`config.mk`:
```
export PLATFORM = sky130hd
export DESIGN_NAME = round_robin_dispatcher
export DESIGN_NICKNAME = d
export VERILOG_FILES = /design/src/rtl/round_robin_dispatcher_pkg.sv /design/src/rtl/dispatch_lane.sv /design/src/rtl/round_robin_dispatcher.sv
export SDC_FILE = /design/constraint.sdc
export NUM_CORES = 1
export LEC_CHECK = 0
export ABC_AREA = 1
export CAP_MARGIN = 20
export CORE_ASPECT_RATIO = 1.75
export CORE_UTILIZATION = 42
export CTS_CLUSTER_SIZE = 10
export DETAILED_ROUTE_END_ITERATION = 7
export GPL_TIMING_DRIVEN = 0
export HOLD_SLACK_MARGIN = 0.08
export PLACE_DENSITY_LB_ADDON = 0.12
export REMOVE_ABC_BUFFERS = 1
export SLEW_MARGIN = 15
export SYNTH_ARGS = -nofsm -noshare
export SYNTH_HDL_FRONTEND = slang
export SYNTH_SLANG_ARGS = --single-unit
```
`constraint.sdc`:
```
create_clock -name clk_i -period 2.1 [get_ports clk_i]
set_input_delay 0.42 -clock clk_i [delete_from_list [all_inputs] [get_ports clk_i]]
set_output_delay 0.42 -clock clk_i [all_outputs]
set_load 0.05 [all_outputs]
```
`src/rtl/round_robin_dispatcher_pkg.sv`:
```
// Shared defaults for the round-robin dispatcher and its lane holding registers.
package round_robin_dispatcher_pkg;

  localparam int unsigned DEF_NUM_OUT    = 4;
  localparam int unsigned DEF_DATA_WIDTH = 8;

endpackage

```
`src/rtl/dispatch_lane.sv`:
```
// One-entry holding register for a single output lane of the dispatcher.
module dispatch_lane
  import round_robin_dispatcher_pkg::*;
#(
  parameter int unsigned DATA_WIDTH = DEF_DATA_WIDTH
) (
  input  logic                  clk_i,
  input  logic                  rst_i,
  input  logic                  load_i,
  input  logic [DATA_WIDTH-1:0] data_i,
  input  logic                  ready_i,
  output logic                  valid_o,
  output logic [DATA_WIDTH-1:0] data_o
);

  // A load wins over a drain so a lane emptying this cycle can be refilled at once.
  always_ff @(posedge clk_i) begin
    if (rst_i) begin
      valid_o <= 1'b0;
      data_o  <= '0;
    end else if (load_i) begin
      valid_o <= 1'b1;
      data_o  <= data_i;
    end else if (ready_i) begin
      valid_o <= 1'b0;
    end
  end

endmodule

```
`src/rtl/round_robin_dispatcher.sv`:
```
// Spreads one valid/ready stream across NUM_OUT lanes in rotation, skipping stalled lanes.
module round_robin_dispatcher
  import round_robin_dispatcher_pkg::*;
#(
  parameter int unsigned NUM_OUT    = DEF_NUM_OUT,
  parameter int unsigned DATA_WIDTH = DEF_DATA_WIDTH
) (
  input  logic                       clk_i,
  input  logic                       rst_i,
  input  logic                       allow_i,
  input  logic [DATA_WIDTH-1:0]      data_i,
  input  logic                       valid_i,
  output logic                       ready_o,
  output logic [DATA_WIDTH-1:0]      data_o [NUM_OUT],
  output logic [NUM_OUT-1:0]         valid_o,
  input  logic [NUM_OUT-1:0]         ready_i,
  output logic [$clog2(NUM_OUT)-1:0] sel_index_o,
  output logic                       dispatch_o
);

  localparam int unsigned IDX_W = $clog2(NUM_OUT);

  logic [IDX_W-1:0]   rot_index;
  logic [IDX_W-1:0]   rot_next;
  logic [NUM_OUT-1:0] free;
  logic [NUM_OUT-1:0] load;

  assign free       = ~valid_o | ready_i;
  assign ready_o    = allow_i & (|free);
  assign dispatch_o = valid_i & ready_o;

  // Cyclic first-free search starting at rot_index; one extra bit keeps the wrap exact for any NUM_OUT.
  always_comb begin
    logic [IDX_W:0] cand;
    logic           found;
    sel_index_o = rot_index;
    found       = 1'b0;
    cand        = '0;
    for (int unsigned i = 0; i < NUM_OUT; i++) begin
      cand = {1'b0, rot_index} + (IDX_W+1)'(i);
      if (cand >= (IDX_W+1)'(NUM_OUT)) begin
        cand = cand - (IDX_W+1)'(NUM_OUT);
      end
      if (!found && free[cand[IDX_W-1:0]]) begin
        sel_index_o = cand[IDX_W-1:0];
        found       = 1'b1;
      end
    end
  end

  always_comb begin
    rot_next = rot_index;
    load     = '0;
    if (dispatch_o) begin
      load[sel_index_o] = 1'b1;
      rot_next = (sel_index_o == IDX_W'(NUM_OUT - 1)) ? '0 : sel_index_o + IDX_W'(1);
    end
  end

  always_ff @(posedge clk_i) begin
    if (rst_i) begin
      rot_index <= '0;
    end else begin
      rot_index <= rot_next;
    end
  end

  for (genvar k = 0; k < NUM_OUT; k++) begin : g_lane
    dispatch_lane #(
      .DATA_WIDTH(DATA_WIDTH)
    ) u_lane (
      .clk_i  (clk_i),
      .rst_i  (rst_i),
      .load_i (load[k]),
      .data_i (data_i),
      .ready_i(ready_i[k]),
      .valid_o(valid_o[k]),
      .data_o (data_o[k])
    );
  end

endmodule

```
==> results.ini <==
[placed_design]
io_buffers = 55
dpl.hpwl_um = 3145
preCtsSetupSlack_ps = -977.6
gp_congestion = 0.8041
dp.cells = 331
placed_area_sq_mm = 0.002302

[logic_synthesis]
synth_xor_area_share_pct = 0
yosysUniqueCellTypes = 21
synthMuxAreaShare_pct = 0
ys_seq_elements = 38
synthAdderAreaFrac_pct = 2.747
synth_compound_area_share_pct = 11.33
ys_seq_area_share_pct = 41.76
yosys_warnings = 0
syn_inst = 244
synth-simple-area-share_pct = 33.65
synth_top_family_by_area = simple AND/OR/NAND/NOR gates
synth_area_per_cell_sq_um = 7.466
netlist_area_sq_mm = 0.001822

[floorplanning]
ios = 56
core_sq_mm = 0.004150
die_area_sq_mm = 0.004615
die_w_um = 51.79
start_util_pct = 43.90
rows = 31
die_h_um = 89.13

[worst_setup_path]
path_delay_family = simple AND/OR/NAND/NOR gates
reg2reg_setup_slack_ps = 0
cpMostUsedCell = nand2_2
critical-path-max-stage-delay_ps = 400
reg2reg_to = g_lane[1].u_lane.data_o[0]
required_ps = 1680
start_kind = flop
worstPathMaxFanout = 6
path_cells = buf_4, nand3_2, nand2_2, nand2_1, nand2_2, nor2_4, nand3_2, nand2_2, nand2_2, nand2_4, buf_8
worstSetupEndpointType = primary output
crit_slowest_cell = dfxtp_4
rr_startpoint = rot_index[0]
criticalPathCategory = reg -> out
worstPathBufferInverterCount = 2
critPathArrivalTime_ps = 1770
worstRegToRegCells = 15

[power]
p_comb_share_pct = 25.4
ir_worst_vdd_uv = 493.6
p_int_mw = 1.172
clkPwrFrac_pct = 29.8
switchingPower_mw = 0.5281
leakagePower_nw = 1.035
p_sw_share_pct = 31.05
power_density_mw_per_mm2 = 609.8
seqPwrFrac_pct = 44.8

[sta]
setup_viol = 2
slew_headroom_pct = 50.26
hold_viol = 0
finClkSkew_ps = 4.180
max_freq_ghz = 0.4557
min_period_ps = 2194
worst_slew_pin_slew_ps = 746.1
rsz0062_at_grt = yes
timing.final.ws_setup_ps = -94.44
finalSetupTns_ps = -188.2
period_share_pct = 104.5
drv_slew = 0
whs_ps = 459.9

[clocking]
htree_levels = 2
clk_latency_ps = 280
cts_hold_buf = 0
clkTransAtPathRegs_ps = 70
cts_buffer_depth = 2
clock-sinks = 38
cts_tree = done
cts-root-buf = clkbuf_8
cts_buffers = 5

[run]
cap_violations = 0

[global_route]
antenna_found_initial = 0
first_global_vias = 1630
grt_first_pass_wirelength_um = 7507
grt_max_degree = 39
overflow = 0
grt.total_usage_pct = 21.86

[layout]
stdcell_area_sq_mm = 0.002789
final_cell_mix = 48 x nand2_1, 46 x clkdlybuf4s50_1, 37 x nand3_1, 34 x a21oi_1, 33 x dfxtp_1
fin_nets = 325
area_growth_pct = 53.09
drive_gt1_share_pct = 29.74
layout.cells.non_filler = 355
fill_cells = 338
antenna_cells = 0
layout_commonest_cell = nand2_1

[hold_path]
holdPathEnd = g_lane[1].u_lane.data_o[4]
min_path_cells = 2
min_path_type = reg -> reg
min_from = g_lane[1].u_lane.data_o[4]

[drt]
dr.pass1.iters = 4
ant_nets = 0
routed_wl_um = 5273
drt_first_iter_violations = 36
drcViolationCount = 0
routed_via_density = 5.268
avgRoutedWirePerCell_um = 14.85
vias = 1870

[outcome]
status = finished, violations left
violations = setup timing

per-stage QoR:
| step | power (mW) | utilization [%] |
|---|---|---|
| 6_report | 1.701 | 67.20 |
| 3_5_place_dp | 1.096 | 55.47 |
| 2_1_floorplan | 0.9699 | - |
| 5_1_grt | 1.777 | 67.20 |
| 3_3_place_gp | 1.094 | 55.59 |
| 4_1_cts | 1.656 | 62.35 |
layer usage:
| metal | wire, um | part of all wire (%) | track usage [%] | up-vias |
|---|---|---|---|---|
| met1 | 2012 | 38 | 25.24 | 869 |
| met2 | 2827 | 54 | 37.66 | 66 |
| met3 | 189 | 3.6 | 3.401 | 17 |
| met5 | 0 | 0 | 0 | - |
| met4 | 243 | 4.6 | 12.29 | 0 |
| li1 | - | - | - | 918 |
how the worst max path moves through the flow:
stage,start,to,slack (ps),depth (start not counted)
floorplan,g_lane[3].u_lane.valid_o,g_lane[2].u_lane.data_o[0],-490,12
global placement,ready_i[1],sel_index_o[1],-960,12
detailed placement,ready_i[1],sel_index_o[1],-980,12
CTS,rot_index[0],sel_index_o[1],-40,12
global route,rot_index[0],sel_index_o[0],-190,12
finish,rot_index[0],sel_index_o[1],-90,11
tightest hold or removal path, cell delays in order, from the launching register on:
cell     delay (ps)
dfxtp_1         310
nand2_1          60
a21oi_1          50
cells by family (layout without fill, tap and decap cells):
logic type	Yosys count	count (layout)
DFF	38	38
adders and majority gates	4	4
and+or+nand+nor	129	129
buffers and inverters	33	95
AOI/OAI and AO/OA	40	40
cell type report:
| cell class | count | area [sq um] | area share, % |
|---|---|---|---|
| inverter | 16 | 82.58 | 2.961 |
| multi-input combinational | 173 | 1084 | 38.85 |
| clock inverter | 1 | 5.005 | 0.1795 |
| sequential | 38 | 772.0 | 27.68 |
| clock buffer | 7 | 86.33 | 3.096 |
| timing repair buffer | 71 | 698.2 | 25.03 |
| tap | 49 | 61.31 | 2.198 |
repair_timing:
item	CTS	global route
endpoints found under the hold margin	0	0
setup buffers	10	6
resized for setup	72	39
pin swaps	19	20
setup endpoints to repair	41	40
cells in the mapped netlist, drive strengths merged:
cell / count / share of area [%]
nand2: 72 / 18
nand3: 50 / 14
dfxtp: 38 / 42
a21oi: 37 / 10
inv: 16 / 3.6
buf: 13 / 6.1
nor2: 7 / 1.6
clkbuf: 4 / 0.82
ha: 4 / 2.7
o21ai: 2 / 0.55
a211oi: 1 / 0.41
sequential cells by signal, indices dropped and copies added, names as in the netlist:
| name | count |
|---|---|
| g_lane.u_lane.data_o | 32 |
| g_lane.u_lane.valid_o | 4 |
| rot_index | 2 |
power groups by stage:
stage          sequential, mW  combinational, mW  clock [mW]
2_1_floorplan           0.833              0.137           0
3_3_place_gp            0.774              0.320           0
3_5_place_dp            0.775              0.321           0
4_1_cts                 0.759              0.374       0.524
5_1_grt                 0.764              0.457       0.556
6_report                0.762              0.432       0.507
Note: power is estimated with default switching activity, not from simulation.
